===== config.mk =====
export PLATFORM = sky130hd
export DESIGN_NAME = store_monitor
export DESIGN_NICKNAME = d
export VERILOG_FILES = /design/src/rtl/riscv_tb_pkg.sv /design/src/rtl/sync_fifo.sv /design/src/rtl/store_monitor.sv
export SDC_FILE = /design/constraint.sdc
export NUM_CORES = 1
export LEC_CHECK = 0
export ABC_AREA = 1
export BUFFER_PORTS_ARGS = -buffer_cell sky130_fd_sc_hd__buf_2
export CAP_MARGIN = 20
export CORE_ASPECT_RATIO = 1.25
export CORE_MARGIN = 4
export CORE_UTILIZATION = 40
export CTS_CLUSTER_SIZE = 25
export DETAILED_ROUTE_END_ITERATION = 8
export PLACE_DENSITY = 0.55
export SETUP_SLACK_MARGIN = 0.1
export SKIP_LAST_GASP = 1
export SLEW_MARGIN = 20
export SYNTH_ARGS = -nofsm -noshare
export SYNTH_HDL_FRONTEND = slang
export SYNTH_SLANG_ARGS = --single-unit

===== constraint.sdc =====
create_clock -name clk -period 4.2 [get_ports clk]
set_clock_uncertainty 0.1 [all_clocks]
set_input_delay 0.42 -clock clk [delete_from_list [all_inputs] [get_ports clk]]
set_output_delay 0.42 -clock clk [all_outputs]
set_load 0.005 [all_outputs]

===== src/rtl/riscv_tb_pkg.sv =====
// rtl/riscv_tb_pkg.sv - shared monitor state encoding and tohost defaults
package riscv_tb_pkg;

   typedef enum logic [1:0] {
      RUN     = 2'd0,
      PASS    = 2'd1,
      FAIL    = 2'd2,
      TIMEOUT = 2'd3
   } monState_t;

   localparam logic [31:0] DEFAULT_TOHOST_ADDR = 32'd100;
   localparam logic [31:0] DEFAULT_PASS_VALUE  = 32'd25;

endpackage


===== src/rtl/sync_fifo.sv =====
// rtl/sync_fifo.sv - first-word fall-through synchronous FIFO
module sync_fifo #(
   parameter int WIDTH = 64,
   parameter int DEPTH = 8
) (
   input  logic                   clk,
   input  logic                   rst,
   input  logic                   push,
   input  logic                   pop,
   input  logic [WIDTH-1:0]       din,
   output logic [WIDTH-1:0]       dout,
   output logic                   valid,
   output logic [$clog2(DEPTH):0] count,
   output logic                   full
);

   localparam int AW = $clog2(DEPTH);

   logic [WIDTH-1:0] mem [DEPTH];
   logic [AW-1:0]    wrPtr;
   logic [AW-1:0]    rdPtr;
   logic             doPush;
   logic             doPop;

   assign valid  = (count != '0);
   assign full   = (count == (AW+1)'(DEPTH));
   assign doPop  = pop && valid;
   // A full FIFO still accepts a push when the head leaves in the same edge.
   assign doPush = push && (!full || doPop);
   assign dout   = valid ? mem[rdPtr] : '0;

   always_ff @(posedge clk) begin
      if (doPush) begin
         mem[wrPtr] <= din;
      end
   end

   always_ff @(posedge clk) begin
      if (rst) begin
         wrPtr <= '0;
         rdPtr <= '0;
         count <= '0;
      end else begin
         if (doPush) begin
            wrPtr <= wrPtr + 1'b1;
         end
         if (doPop) begin
            rdPtr <= rdPtr + 1'b1;
         end
         case ({doPush, doPop})
            2'b10:   count <= count + 1'b1;
            2'b01:   count <= count - 1'b1;
            default: count <= count;
         endcase
      end
   end

endmodule


===== src/rtl/store_monitor.sv =====
// rtl/store_monitor.sv - store bus logger with tohost pass/fail/timeout detection
module store_monitor #(
   parameter int          DEPTH       = 8,
   parameter logic [31:0] TOHOST_ADDR = riscv_tb_pkg::DEFAULT_TOHOST_ADDR,
   parameter logic [31:0] PASS_VALUE  = riscv_tb_pkg::DEFAULT_PASS_VALUE,
   parameter int          TIMEOUT     = 200
) (
   input  logic                   clk,
   input  logic                   rst,
   input  logic                   MemWrite,
   input  logic [31:0]            DataAddr,
   input  logic [31:0]            WriteData,
   input  logic                   pop,
   output logic                   log_valid,
   output logic [31:0]            log_addr,
   output logic [31:0]            log_data,
   output logic [$clog2(DEPTH):0] log_count,
   output logic                   overflow,
   output logic                   done,
   output logic                   pass,
   output logic                   fail,
   output logic                   timeout,
   output logic [15:0]            cycle_count
);

   import riscv_tb_pkg::*;

   monState_t   stateQ;
   monState_t   stateD;
   logic        storeEn;
   logic        tohostHit;
   logic        logPush;
   logic        fifoFull;
   logic [63:0] fifoDout;

   // The TIMEOUT parameter hides the enum literal, so the state is named by scope.
   always_comb begin
      stateD    = stateQ;
      storeEn   = (MemWrite == 1'b1);
      tohostHit = storeEn && (DataAddr == TOHOST_ADDR);
      logPush   = 1'b0;
      if (stateQ == RUN) begin
         logPush = storeEn;
         if (tohostHit) begin
            stateD = (WriteData == PASS_VALUE) ? PASS : FAIL;
         end else if (cycle_count == 16'(TIMEOUT - 1)) begin
            stateD = riscv_tb_pkg::TIMEOUT;
         end
      end
   end

   always_ff @(posedge clk) begin
      if (rst) begin
         stateQ      <= RUN;
         cycle_count <= '0;
         overflow    <= 1'b0;
      end else begin
         stateQ <= stateD;
         // Count stops on the deciding edge so it reports where the run ended.
         if (stateQ == RUN && stateD == RUN) begin
            cycle_count <= cycle_count + 16'd1;
         end
         if (logPush && fifoFull && !(pop && log_valid)) begin
            overflow <= 1'b1;
         end
      end
   end

   sync_fifo #(
      .WIDTH(64),
      .DEPTH(DEPTH)
   ) logFifo (
      .clk  (clk),
      .rst  (rst),
      .push (logPush),
      .pop  (pop),
      .din  ({DataAddr, WriteData}),
      .dout (fifoDout),
      .valid(log_valid),
      .count(log_count),
      .full (fifoFull)
   );

   assign log_addr = fifoDout[63:32];
   assign log_data = fifoDout[31:0];
   assign done     = (stateQ != RUN);
   assign pass     = (stateQ == PASS);
   assign fail     = (stateQ == FAIL);
   assign timeout  = (stateQ == riscv_tb_pkg::TIMEOUT);

endmodule


==> results of run 1 <==
[synthesized netlist by cell type (11+ instances only)]
master / instances
xor2_1: 12
a31oi_1: 64
dfxtp_1: 32
o22ai_1: 64
edfxtp_1: 512
inv_1: 43
nand3_1: 11
buf_2: 24
clkbuf_1: 76
o21ai_0: 325
nand2_1: 76
a21oi_1: 15
nor2_1: 462
[cell usage in the layout, fill, tap and decap left out, types with 4 or more instances in the layout]
cell,count
dfxtp_1,30
bufinv_16,7
clkinv_1,13
buf_2,157
a21oi_2,9
inv_2,4
nand3_1,11
xor2_1,12
buf_12,8
a31oi_1,64
nor2_4,9
dlygate4sd3_1,25
clkbuf_1,6
inv_1,40
o21ai_0,325
buf_4,21
nor3_1,6
edfxtp_1,512
nor2_1,454
clkinv_2,15
o22ai_1,64
nand2_1,76
ha_1,6
a21oi_1,15
clkbuf_16,55
[layer usage]
metal | share of wire | wire length [µm]
met2 | 0.50 | 27800
met3 | 0.049 | 2720
met1 | 0.42 | 23300
met5 | 0.00038 | 21
met4 | 0.025 | 1370
[state kept, by name, summed over array words and instances (netlist names), named ones only]
register	cells
logFifo.count	4
stateQ	2
overflow	1
logFifo.rdPtr	3
logFifo.wrPtr	3
logFifo.mem	512
cycle_count	16
[cells by family (layout without fill, tap and decap cells)]
logic type / count (synthesis) / in the layout / share of synthesized area
other cells: 0 / 1 / 0
buf+inv: 157 / 359 / 0.0293
simple gates: 576 / 576 / 0.104
compound gates: 483 / 483 / 0.120
xor+xnor: 15 / 15 / 0.00604
fa+ha+maj: 6 / 6 / 0.00345
flops: 544 / 544 / 0.736
[power groups by stage]
stage	clock network [W]	registers (W)	logic, W
after floorplan	0	0.00631	0.00224
after global placement	0	0.00634	0.00384
after detailed placement	0	0.00635	0.00388
after CTS	0.00499	0.00623	0.00391
after global routing	0.00522	0.00625	0.00431
final	0.00489	0.00623	0.00384
[worst max-delay path by stage]
| stage | cells past startpoint | endpoint | start |
|---|---|---|---|
| CTS | 6 | log_addr[22] | register |
| detailed placement | 6 | log_addr[22] | register |
| global placement | 6 | log_addr[22] | register |
| floorplan | 7 | logFifo.mem[0][0] | stateQ[1] |
| global route | 6 | log_data[24] | register |
| finish | 6 | log_addr[22] | register |
[through the flow]
stage	utilization	area, µm²	power, W	instances
floorplan	-	21800	0.00855	1781
global placement	0.434	23400	0.0102	2584
detailed placement	0.434	23400	0.0102	2584
CTS	0.472	25400	0.0151	2710
global route	0.472	25400	0.0158	2710
finish	0.472	25400	0.0150	2711
[final cells by class]
type	count	area, µm²	share of cell area
sequential	544	16000	0.630
multi-input combinational	1080	5160	0.203
clock buffer	61	1400	0.0550
timing repair buffer	211	1350	0.0533
tap	727	910	0.0358
clock inverter	40	385	0.0152
inverter	47	186	0.00733
antenna	1	2.50	0.0000985
[repair_timing]
item,4_1_cts,5_1_grt
endpoints found under the hold margin,189,0
buffers inserted,0,0
setup endpoints to repair,0,0
hold buffers,25,0
[critical path, stage by stage, from the launching register on]
cell     delay [ns]
dfxtp_4        0.60
buf_4          0.71
o21ai_0        0.19
o22ai_1        0.19
o21ai_0        0.09
a31oi_1        0.34
buf_2          0.19
==> metrics.yaml, run 1 <==
outcome: "finished clean"
synth-main-ff-cell: "edfxtp_1"
start_util: 0.404
clk_pin_slew_ns: 0.07
syn_avg_cell_area_um2: 12.2
p_seq_frac: 0.417
htree_levels: 2
critPathMaxFanout: 73
gr-usage-met2: 0.325
p_clk_frac: 0.327
drc_errors: 0
r2r_start: "stateQ[1]"
grt_overflow: 0
crit_required_ns: 3.68
root_buffer: "clkbuf_16"
wl_mm: 55.2
holdWs_ns: 0.0195
drive_gt1_frac: 0.154
ys_ff_latch: 544
synth_area_leaders: "edfxtp_1 (71%), nor2_1 (8.0%), o21ai_0 (7.5%), dfxtp_1 (2.9%), a31oi_1 (1.8%)"
gp_congestion: 0.771
vias: 14200
area_delta_synth_final_pct: 16.9
r2r_cells: 8
worst_slack_ns: 0.736
worst_slew_pin_slew_ns: 0.842
max_freq_mhz: 289
core_area_um2: 53800
synth_edf_count: 512
netlist_instances: 1781
port_buffers: 157
ant_nets: 0
final.fill_count: 4839
ios: 158
use_met1: 0.243
use_met3: 0.0281
firstDrtPassIters: 6
numCtsBuffers: 54
die_h_um: 269
cellInternalPower_w: 0.0102
grt_usage: 0.186
dpl.hpwl_mm: 30.6
r2r-end: "logFifo.mem[2][2]"
place_ws_ns: 1.26
cts_tree: "done"
die-area_um2: 58200
cp-end-kind: "output pin"
grt_pass1_vias: 13900
syn_nets: 1855
switching_share: 0.316
clk_latency_ns: 0.61
slew_headroom: 0.439
synth-seq-area-share: 0.736
ys_async_sr_fraction: 0
fp-row-count: 95
die_x_um: 217
yosys.area.top_type: "edfxtp_1"
ctsResizeCount: 0
crit_type: "register to output pin"
grt_pass1_wl_mm: 84.4
cts_num_sinks: 544
fin_crit_ns: 3.46
power_leakage_nw: 8.69
p_sw_w: 0.00473
whs_path_depth: 1
top_usage_layer: "met2"
rrSetupSlack_ns: 1.35
hold_class: "input pin to register"
powerDensity_nw_per_um2: 589
wire_per_inst_um: 20.4
rsz0062_at_grt: "no"
synth_area_um2: 21800
synth_top_cell_area_share: 0.707
antenna_found_initial: 3
drv_slew: 0
yosys_warnings: 0
cp-start-kind: "register"
p_comb_frac: 0.256
finalNetCount: 2012
yosysUniqueCellTypes: 35
setup_tns_ns: 0
cp.arrival_ns: 2.94
cts_max_path_buffers: 3
setup_viol: 0
min_from: "DataAddr[18]"
viasPerCell: 5.23
drtIter0Drc: 1237
grt_start_max_net_pins: 155
peakVddDrop_mv: 0.359
hold_viol_final: 0
period_share: 0.825
hold_end: "logFifo.mem[2][50]"
max-cap-violations: 0
No activity file was read; power rests on OpenSTA's default activity.
==> run 2: changes to the inputs <==
clock period = 3.05 ns   (was 4.2 ns; I/O delays follow)
==> run 2 against run 1 <==
Flip-flop and latch count stayed put; via count is 2.8% higher; largest power group unchanged; highest routed layer is now met4; non-clock buffer count is 53 higher.
==> metrics.yaml, run 2 (synthesis gave the netlist of run 1 again) <==
max_freq_mhz: 350
peakVddDrop_mv: 0.472
cp.buffers_inverters: 3
powerDensity_nw_per_um2: 794
start_util: 0.404
holdWs_ns: 0.0512
final_cell_mix: "edfxtp_1 (512), nor2_1 (454), o21ai_0 (325)"
utilization: 0.485
grt_overflow: 0
crit_top_cell: "o21ai_0"
power_leakage_nw: 8.97
rsz0062_at_grt: "yes"
cts_max_path_buffers: 3
port_buffers: 157
crit_type: "register to output pin"
use_met1: 0.250
fin_crit_ns: 2.86
die_x_um: 217
area_delta_synth_final_pct: 20.0
die-area_um2: 58200
antenna_found_initial: 1
htree_levels: 2
grt_usage: 0.189
drv_slew: 0
setup_viol: 0
grt_start_max_net_pins: 151
top_usage_layer: "met2"
gr-usage-met2: 0.330
cp-start-kind: "register"
clk_latency_ns: 0.60
dpl.hpwl_mm: 31.2
cp.arrival_ns: 2.46
use_met3: 0.0293
slew_headroom: 0.542
grt_pass1_vias: 14400
die_h_um: 269
cts_num_sinks: 544
wire_per_inst_um: 20.7
ant_nets: 0
crit_chain: "buf_12 -> clkbuf_16 -> o21ai_0 -> o22ai_1 -> o21ai_0 -> a31oi_1 -> buf_2"
drive_gt1_frac: 0.151
fp-row-count: 95
critPathMaxFanout: 75
drc_errors: 0
hold_class: "input pin to register"
viasPerCell: 5.29
outcome: "finished clean"
clk_pin_slew_ns: 0.06
root_buffer: "clkbuf_16"
finalNetCount: 2065
crit_required_ns: 2.64
ios: 158
hold_viol_final: 0
gp_congestion: 0.780
cp-end-kind: "output pin"
period_share: 0.938
cts_tree: "done"
drtIter0Drc: 1258
layout_commonest_cell: "edfxtp_1"
final_area_um2: 26100
largest-register: "logFifo.mem"
worst_slew_pin_slew_ns: 0.687
max-cap-violations: 0
grt_pass1_wl_mm: 86.1
numCtsBuffers: 54
largest_registers: "logFifo.mem (512), cycle_count (16), logFifo.count (4)"
crit_family: "buffers and inverters"
place_ws_ns: 0.459
firstDrtPassIters: 5
vias: 14600
postPlaceCellArea_um2: 23500
core_area_um2: 53800
largest_reg_flops: 512
slowest_stage: "dfxtp_4"
critPathMaxStageDelay_ns: 0.48
worst_slack_ns: 0.189
wl_mm: 57.2
-- run 2: cell count changes in the layout (fill, tap and decap cells not counted), sizes merged --
cell	change
dlygate4sd3	+40
buf	+8
clkinvlp	-3
bufbuf	+1
clkinv	-10
bufinv	-2
clkbuf	+11
-- run 2: tightest hold or removal path, cell delays in order --
cell and delay [ns]:
buf_2 0.12, inv_1 0.06, nor2_1 0.05, a21oi_1 0.13, nor2_1 0.05
-- run 2: final cells by class --
cell class / count / area, µm²
Timing Repair Buffer: 264 / 2110
Multi-Input combinational cell: 1080 / 5170
Clock buffer: 68 / 1430
Sequential cell: 544 / 16000
Inverter: 47 / 216
Fill cell: 4751 / 27800
Antenna cell: 1 / 2.50
Clock inverter: 25 / 236
Tap cell: 727 / 910
-- run 2: path summary, 6_finish.rpt --
kind                    startpoint                 end  slack (ns)  depth (start not counted)
hold reg to reg   logFifo.rdPtr[2]    logFifo.rdPtr[2]        0.36                          2
setup reg to reg         stateQ[1]  logFifo.mem[3][13]        0.56                          8
hold / removal            MemWrite            overflow        0.05                          5
setup / recovery          register        log_addr[29]        0.19                          7
-- run 2: stage by stage --
step	TNS, ns	total power, W	cells
after floorplan	-102.91	0.0118	1781
after global placement	0	0.0141	2591
after detailed placement	0	0.0141	2591
after CTS	0	0.0207	2750
after global routing	0	0.0218	2756
final	0	0.0207	2756
-- run 2: metal layers --
metal,up-vias,wire (µm)
li1,6862,-
met1,7207,24000
met2,416,28900
met3,84,2970
met4,0,1330
met5,-,0
-- run 2: timing repair --
item | 4_1_cts | 5_1_grt
cloned | 1 | 4
setup buffers | 0 | 1
gates resized for setup | 6 | 13
pin swaps | 0 | 0
hold buffers | 65 | 0
endpoints found under the hold margin | 513 | 0
endpoints found under the setup margin | 28 | 55
-- run 2: report_power, final --
| part | internal [W] | leakage, nW | switching (W) |
|---|---|---|---|
| clock network | 0.00363 | 0.811 | 0.00275 |
| registers | 0.00844 | 4.91 | 0.000127 |
| logic | 0.00205 | 3.24 | 0.00370 |
